File: src/rtl/gcl_step_engine.sv
// Small-step executor for the guarded command language over a ROM program and variable file.
// Optional trace outputs are enabled by defining GCL_TRACE_EN.
module gcl_step_engine #(
  parameter int DW = 16,
  parameter int NV = 8,
  parameter int AW = 8,
  parameter int HD = 4
) (
  input  logic          clk,
  input  logic          rst_n,
  input  logic          start,
  output logic          busy,
  output logic          done,
  output logic [1:0]    status,
  output logic [AW-1:0] prog_addr,
  input  logic [15:0]   prog_data,
  output logic          ch_req,
  input  logic          ch_ack,
  input  logic          ch_bit,
  input  logic          var_we,
  input  logic [2:0]    var_waddr,
  input  logic [DW-1:0] var_wdata,
  input  logic [2:0]    var_raddr,
  output logic [DW-1:0] var_rdata,
  output logic [15:0]   steps
`ifdef GCL_TRACE_EN
  ,
  output logic          tr_valid,
  output logic [AW-1:0] tr_pc,
  output logic [3:0]    tr_op
`endif
);

  localparam int SPW = $clog2(HD + 1);
  localparam int SIW = (HD > 1) ? $clog2(HD) : 1;

  localparam logic [1:0] ST_NORMAL  = 2'b00;
  localparam logic [1:0] ST_EXCEPT  = 2'b01;
  localparam logic [1:0] ST_WRONG   = 2'b10;
  localparam logic [1:0] ST_BLOCKED = 2'b11;

  typedef enum logic [2:0] {IDLE, FETCH, EXEC, CHWAIT, DONE} state_t;

  state_t          state;
  logic [AW-1:0]   pc;
  logic [AW-1:0]   choice_off;
  logic [SPW-1:0]  sp;
  logic [AW-1:0]   stack [HD];
  logic [DW-1:0]   vars [NV];

  logic [3:0]      op;
  logic [2:0]      x;
  logic [2:0]      y;
  logic [DW-1:0]   imm_ext;
  logic [AW-1:0]   off_aw;
  logic [SIW-1:0]  top_idx;
  logic [SIW-1:0]  push_idx;

  logic [AW-1:0]   nxt_pc;
  logic            do_halt;
  logic [1:0]      halt_code;
  logic            do_push;
  logic            do_pop;
  logic            do_choice;
  logic            do_write;

  assign op        = prog_data[15:12];
  assign x         = prog_data[11:9];
  assign y         = prog_data[8:6];
  assign imm_ext   = {{(DW-6){prog_data[5]}}, prog_data[5:0]};
  // Truncating the 12-bit offset to AW bits gives the modulo-2^AW pc arithmetic directly.
  assign off_aw    = prog_data[AW-1:0];
  assign top_idx   = SIW'(sp - 1'b1);
  assign push_idx  = SIW'(sp);
  assign prog_addr = pc;
  assign var_rdata = vars[var_raddr];

  always_comb begin
    nxt_pc    = pc + 1'b1;
    do_halt   = 1'b0;
    halt_code = ST_NORMAL;
    do_push   = 1'b0;
    do_pop    = 1'b0;
    do_choice = 1'b0;
    do_write  = 1'b0;
    case (op)
      4'h0: ;
      4'h1: if (vars[x] == '0) begin do_halt = 1'b1; halt_code = ST_WRONG; end
      4'h2: if (vars[x] == '0) begin do_halt = 1'b1; halt_code = ST_BLOCKED; end
      4'h3: do_write = 1'b1;
      4'h4, 4'h5: do_choice = 1'b1;
      4'h6: nxt_pc = pc + off_aw;
      4'h7: if (sp == SPW'(HD)) begin do_halt = 1'b1; halt_code = ST_WRONG; end
            else do_push = 1'b1;
      4'h8: if (sp == '0) begin do_halt = 1'b1; halt_code = ST_WRONG; end
            else do_pop = 1'b1;
      4'h9: if (sp == '0) begin do_halt = 1'b1; halt_code = ST_EXCEPT; end
            else begin do_pop = 1'b1; nxt_pc = stack[top_idx]; end
      4'hA: do_halt = 1'b1;
      default: begin do_halt = 1'b1; halt_code = ST_WRONG; end
    endcase
  end

  always_ff @(posedge clk or negedge rst_n) begin
    if (!rst_n) begin
      state      <= IDLE;
      pc         <= '0;
      choice_off <= '0;
      sp         <= '0;
      busy       <= 1'b0;
      done       <= 1'b0;
      status     <= ST_NORMAL;
      ch_req     <= 1'b0;
      steps      <= '0;
      for (int i = 0; i < NV; i++) vars[i] <= '0;
      for (int i = 0; i < HD; i++) stack[i] <= '0;
    end else begin
      case (state)
        IDLE, DONE: begin
          if (var_we) vars[var_waddr] <= var_wdata;
          if (start) begin
            state  <= FETCH;
            pc     <= '0;
            sp     <= '0;
            steps  <= '0;
            done   <= 1'b0;
            busy   <= 1'b1;
            status <= ST_NORMAL;
          end else begin
            state <= IDLE;
          end
        end
        FETCH: state <= EXEC;
        EXEC: begin
          if (steps != 16'hFFFF) steps <= steps + 16'd1;
          if (do_write) vars[x] <= vars[y] + imm_ext;
          if (do_push) begin
            stack[push_idx] <= pc + off_aw;
            sp              <= sp + 1'b1;
          end
          if (do_pop) sp <= sp - 1'b1;
          if (do_halt) begin
            state  <= DONE;
            busy   <= 1'b0;
            done   <= 1'b1;
            status <= halt_code;
          end else if (do_choice) begin
            state      <= CHWAIT;
            ch_req     <= 1'b1;
            choice_off <= off_aw;
          end else begin
            state <= FETCH;
            pc    <= nxt_pc;
          end
        end
        CHWAIT: begin
          if (ch_ack) begin
            ch_req <= 1'b0;
            pc     <= ch_bit ? (pc + choice_off) : (pc + 1'b1);
            state  <= FETCH;
          end
        end
        default: state <= IDLE;
      endcase
    end
  end

`ifdef GCL_TRACE_EN
  always_ff @(posedge clk or negedge rst_n) begin
    if (!rst_n) begin
      tr_valid <= 1'b0;
      tr_pc    <= '0;
      tr_op    <= '0;
    end else begin
      tr_valid <= (state == EXEC);
      tr_pc    <= pc;
      tr_op    <= op;
    end
  end
`endif

endmodule

File: config.mk
export PLATFORM = sky130hd
export DESIGN_NAME = gcl_step_engine
export DESIGN_NICKNAME = d
export VERILOG_FILES = /design/src/rtl/gcl_step_engine.sv
export SDC_FILE = /design/constraint.sdc
export NUM_CORES = 1
export LEC_CHECK = 0
export BUFFER_PORTS_ARGS = -buffer_cell sky130_fd_sc_hd__buf_2
export CORE_AREA = 10 10 173 296
export DETAILED_ROUTE_END_ITERATION = 12
export DIE_AREA = 0 0 183 306
export GPL_TIMING_DRIVEN = 1
export SETUP_SLACK_MARGIN = 0.15
export SYNTH_ARGS = -nofsm -noshare
export SYNTH_HDL_FRONTEND = slang
export SYNTH_SLANG_ARGS = --single-unit
File: constraint.sdc
create_clock -name clk -period 3.1 [get_ports clk]
set_clock_uncertainty 0.1 [all_clocks]
set_input_delay 0.465 -clock clk [delete_from_list [all_inputs] [get_ports clk]]
set_output_delay 0.465 -clock clk [all_outputs]
set_load 0.02 [all_outputs]
# Word-level counts from Yosys, hierarchy flattened
# Index checks and enable logic that the tools add are counted.
[word_totals]
output_inout_bits = 45
regBits = 203
elab_cells = 167
[classes]
bitwise_logic = 7
reduce_logical = 24
eq_ne = 26
n_lt_le_gt_ge = 9
mux = 73
addsub = 7
[op_table]
columns = ["operator", "n"]
rows = [
  ["$bwmux W128", 2],
  ["$mux W128", 2],
  ["$pmux W128 S2", 1],
  ["$mux W16", 10],
  ["$bmux W16 S3", 3],
  ["$demux W16 S3", 2],
  ["$mux W8", 9],
  ["$bwmux W32", 1],
  ["$pmux W16 S2", 1],
  ["$pmux W8 S3", 1],
  ["$mux W1", 18],
  ["$ne A2 B2 Y1 const B", 9],
  ["$add A16 B1 Y16 const B", 1],
  ["$add A16 B16 Y16", 1],
  ["$add A8 B8 Y8", 2],
  ["$bmux W8 S2", 1],
  ["$demux W8 S2", 1],
  ["$eq A4 B3 Y1 const B", 4],
  ["$ge A4 B4 Y1 const B", 4],
  ["$logic_not A16 Y1", 1],
  ["$ne A16 B16 Y1 const B", 1],
  ["$not A3 Y4", 4],
  ["$pmux W8 S2", 1],
  ["$mux W3", 5],
  ["34 further kinds", 61],
]

# Depth between registers and ports, before layout
[depth]
depth_word = 10
ltp_mapped = 14
ltp_nobuf = 11

# Worst setup path after synthesis
# OpenSTA, ideal clock, no wires.
[synth_timing]
kind = "input -> register"
from = "in prog_data[6]"
to = "reg vars[14] in the netlist's numbering"
path_slack_ns = -1.244
t_arrival_ns = 4.111
setup_ns = 0.133
required_time_ns = 2.867
path_buffers = 3
cell_stages = 14
cell_sequence = "buf_2 -> buf_1 -> mux4_2 -> mux2_2 -> ha_1 -> fa_1 -> a211oi_1 -> o21a_1 -> o21ai_0 -> and3_1 -> or3_1 -> clkbuf_1 -> a32oi_1 -> o21ai_0"
[synth_via]
elab_chain_len = 8
[synth_lines]
columns = ["element", "line_no", "source"]
rows = [
  ["from (decl)", "16", "input logic [15:0] prog_data,"],
  ["$not A3 Y4 (implied by the code)", "136", "if (do_write) vars[x] <= vars[y] + imm_ext;"],
  ["$bmux W16 S3", "136", ""],
  ["$mux W16 (implied by the code) (2 in a row)", "136", ""],
  ["$add A16 B16 Y16", "136", ""],
  ["$bwmux W128", "136", ""],
  ["$mux W128", "136", ""],
  ["$pmux W128 S2", "118", "case (state)"],
  ["to (signal, indexed assignment)", "120", "if (var_we) vars[var_waddr] <= var_wdata;"],
  ["to (signal, indexed assignment)", "136", ""],
  ["to (decl)", "49", "logic [DW-1:0] vars [NV];"],
]
# Every way passes these cells. The select of a mux whose other input is x is not followed.
# A chain may end at the register's enable or synchronous reset.

# Final worst setup path
[layout_timing]
from = "reg vars[64] in the netlist's numbering"
to = "reg vars[94] in the netlist's numbering"
[layout_via]
elab_chain_len = 7
[layout_lines]
columns = ["element", "line_no"]
rows = [
  ["$bmux W16 S3", "136"],
  ["$mux W16 (implied by the code) (2 in a row)", "136"],
  ["$add A16 B16 Y16", "136"],
  ["$bwmux W128", "136"],
  ["$mux W128", "136"],
  ["$pmux W128 S2", "118"],
]
# Every way passes these cells. The select of a mux whose other input is x is not followed.

==> run metrics <==
worst-path fanout max=6; Final WS setup=-362.8 ps; #FFs+latches synth=203; worst reg2reg startpoint=vars[64]; Async SR Flop Fraction=100.0%; Skew-Pair Late Insertion Delay=roughly 540 ps; Worst-Margin Slew=about 1100 ps; fmax=0.2888 GHz; # rows=roughly 100; via count=13,773; failing checks=setup timing; WL per Instance=about 28 um; worst setup path start=vars[64]; Die X=around 180 um; status=finished with violations; Syn. warnings=0; cts bufs inserted=22; min-delay src=ch_ack; share of total power in combinational logic=56.7%; 1st-iter DRT viols=~1,200; register area share after synthesis=between 30% and 40%; RSZ-0062 raised after global routing=yes; max-cap violation count=0; Die Ht=between 300 and 400 um; Num Clock Sinks=~200; layout cell share with drive strength beyond 1=around two fifths; Synth area leaders=dfrtp_1, mux4_2, o21ai_0, mux2_2, nand2_1; Slew headroom=28.66%; initial core utilization=between 20% and 30%; full die area=between 50,000 and 60,000 um2; syn nets=~1,500; Switch Pwr=between 7000 and 8000 uW; ANT nets after route=0; number of remaining DRC errors=0; Sw Share=between 40% and 50%; LEAKAGE=between 0.007 and 0.008 uW; RD Place Congestion=around 1.0; CP arrival=around 3700 ps; final wirelength=63,520 um; worst setup path category=reg2reg; Synth Instances=between 1,000 and 1,500; number of flops mapped to enable cells by yosys=0; share of the synthesized area in the top cell type=between 30% and 40%; Peak VDD IR=about 0.00043 V; CP endpoint kind=register; Mapped Area=13,670 um2; Tcrit/Tclk final=111.7%; area leader, netlist=dfrtp_1; Overflow after GRT=0; worst r2r path cells=12; Power Internal=9659 uW; clock power share=between 10% and 20%; FILL cells=between 4,000 and 5,000; Root Buffer=clkbuf_16; port bufs=just under 90; CTS tree=yes; HP Class=in2reg; Slew Viols, Final=0; placed insts=about 2,200; Cell Pwr Density=914.6 nW/um2; ant diodes=0; ys flop type=dfrtp_1; initial antenna violation count=1; level count of the clock H-tree=1; largest net degree at the start of global routing=65; CTS max path bufs=3; hpwl dp=46,890 um; setup TNS=-16,330 ps; final number of setup-violating endpoints=82; Area Overhead vs Synth=35.16%; fin cells=around 2,300; Reg clk slew, reported paths=70 ps; WHS Path Cells=2; Tot GR Track Use=~22%; min cycle time layout=between 3000 and 4000 ps; synth unique cells=approximately 70; Final Hold Vio Count=0; Seq pwr share=roughly 25%; global-route wire length before repair=roughly 94,000 um; Post-layout nets=~1,800; type of origin of the critical path=register; Synth Area per Inst=9.827 um2; vias in the first global route=~15,000; Core Footprint=46,060 um2; First-pass DRT Iterations=6; drt via density=between 6 and 7; Crit path required time=about 3400 ps; Top Ports=89
## routing by layer
metal | GRT usage [%] | wire (um) | vias to the layer above
li1 | - | - | 5901
met1 | 22.57 | 21450 | 6863
met2 | 38.44 | 31790 | 706
met3 | 3.648 | 3748 | 303
met4 | 20.72 | 6528 | 0
met5 | 0 | 0 | -
## per-stage QoR
step           setup slack, ps  util [%]  power [uW]  hold WS [ps]  cell area (um2)
2_1_floorplan           -547.8         -        8554         69.41            13830
6_report                -362.8     40.11       16900         71.58            18480
4_1_cts                 -301.0     39.72       16560         48.75            18300
5_1_grt                 -472.8     40.11       17680         87.67            18480
3_5_place_dp            -993.4     36.41       12550         368.2            16770
3_3_place_gp            -973.1     36.41       12410         358.6            16770
## critical path, stage by stage, from the launching register on
cell	delay (ps)
dfrtp_1	390
mux4_2	470
mux2_4	300
ha_4	170
fa_2	380
a211oi_2	290
o21a_1	230
o21ai_4	110
and3_4	180
or3_4	400
buf_6	150
nand3_2	60
a22oi_2	50
## cell type report
cell class / count / area (um2) / share of cell area [%]
clock buffers: 27 / 610.6 / 3.305
clock inverters: 11 / 190.2 / 1.029
inverters: 24 / 90.09 / 0.4876
multi-input cells: 1050 / 8866 / 47.99
flip-flops and latches: 203 / 5082 / 27.51
well taps: 583 / 729.5 / 3.948
repair buffers: 383 / 2907 / 15.73
## logic make-up (layout without fill, tap and decap cells)
group                      after synthesis  in the layout  share of synthesized area (%)
buffers and inverters                  138            445                          3.844
xor gates and xnor gates                43             43                          2.810
AOI/OAI and AO/OA                      416            416                          20.17
and+or+nand+nor                        400            400                          13.76
DFF                                    203            203                          37.16
adders and majority gates               39             39                          3.735
muxes                                  152            152                          18.52
## sequential cells by signal, summed over array words and instances (netlist names)
| name | count |
|---|---|
| prog_addr | 8 |
| stack | 32 |
| busy | 1 |
| state | 3 |
| done | 1 |
| steps | 16 |
| sp | 3 |
| choice_off | 8 |
| status | 2 |
| ch_req | 1 |
| vars | 128 |
## cells in the mapped netlist, types with 18 or more instances
cell / number
xor2_1: 18
buf_1: 29
o21ai_0: 157
xnor2_1: 24
nor3_1: 30
nor2_1: 70
nand4_1: 20
inv_1: 24
a22oi_1: 58
a32oi_1: 59
nand2_1: 167
nand3_1: 20
dfrtp_1: 203
mux4_2: 74
mux2_2: 67
clkbuf_1: 79
a21oi_1: 33
ha_1: 36
## layout by cell type (no fill, tap or decap), drive strengths merged, types with 14 or more instances in the layout
master	instances
a21oi	33
a22oi	58
a32oi	59
and3	14
buf	381
clkbuf	28
dfrtp	203
ha	36
inv	25
mux2	67
mux4	74
nand2	167
nand2b	15
nand3	20
nand4	20
nor2	70
nor3	30
nor4	15
o211ai	16
o21ai	171
xnor2	24
xor2	19
## power groups by stage
stage,logic (uW),clock network [uW],registers [uW]
final,9580,3030,4280
after global routing,10200,3170,4340
after CTS,9250,3070,4230
after detailed placement,8280,0,4270
after global placement,8170,0,4240
after floorplan,4340,0,4210
## path summary, 6_finish.rpt
| path | to | slack [ps] |
|---|---|---|
| worst max-delay path | vars[94] | -360 |
| worst min-delay path | ch_req | 70 |
| worst max register to register | vars[94] | -360 |
| worst min register to register | done | 380 |
| max in group asynchronous | vars[60] | 1700 |
| min in group asynchronous | vars[6] | 360 |
## repair_timing
| action | CTS | global route |
|---|---|---|
| resized for setup | 132 | 37 |
| endpoints found under the setup margin | 114 | 110 |
| hold buffers | 1 | 0 |
| pin swaps | 58 | 31 |
| endpoints found under the hold margin | 61 | 0 |
| setup buffers | 18 | 2 |
No activity file was read; power rests on OpenSTA's default activity.
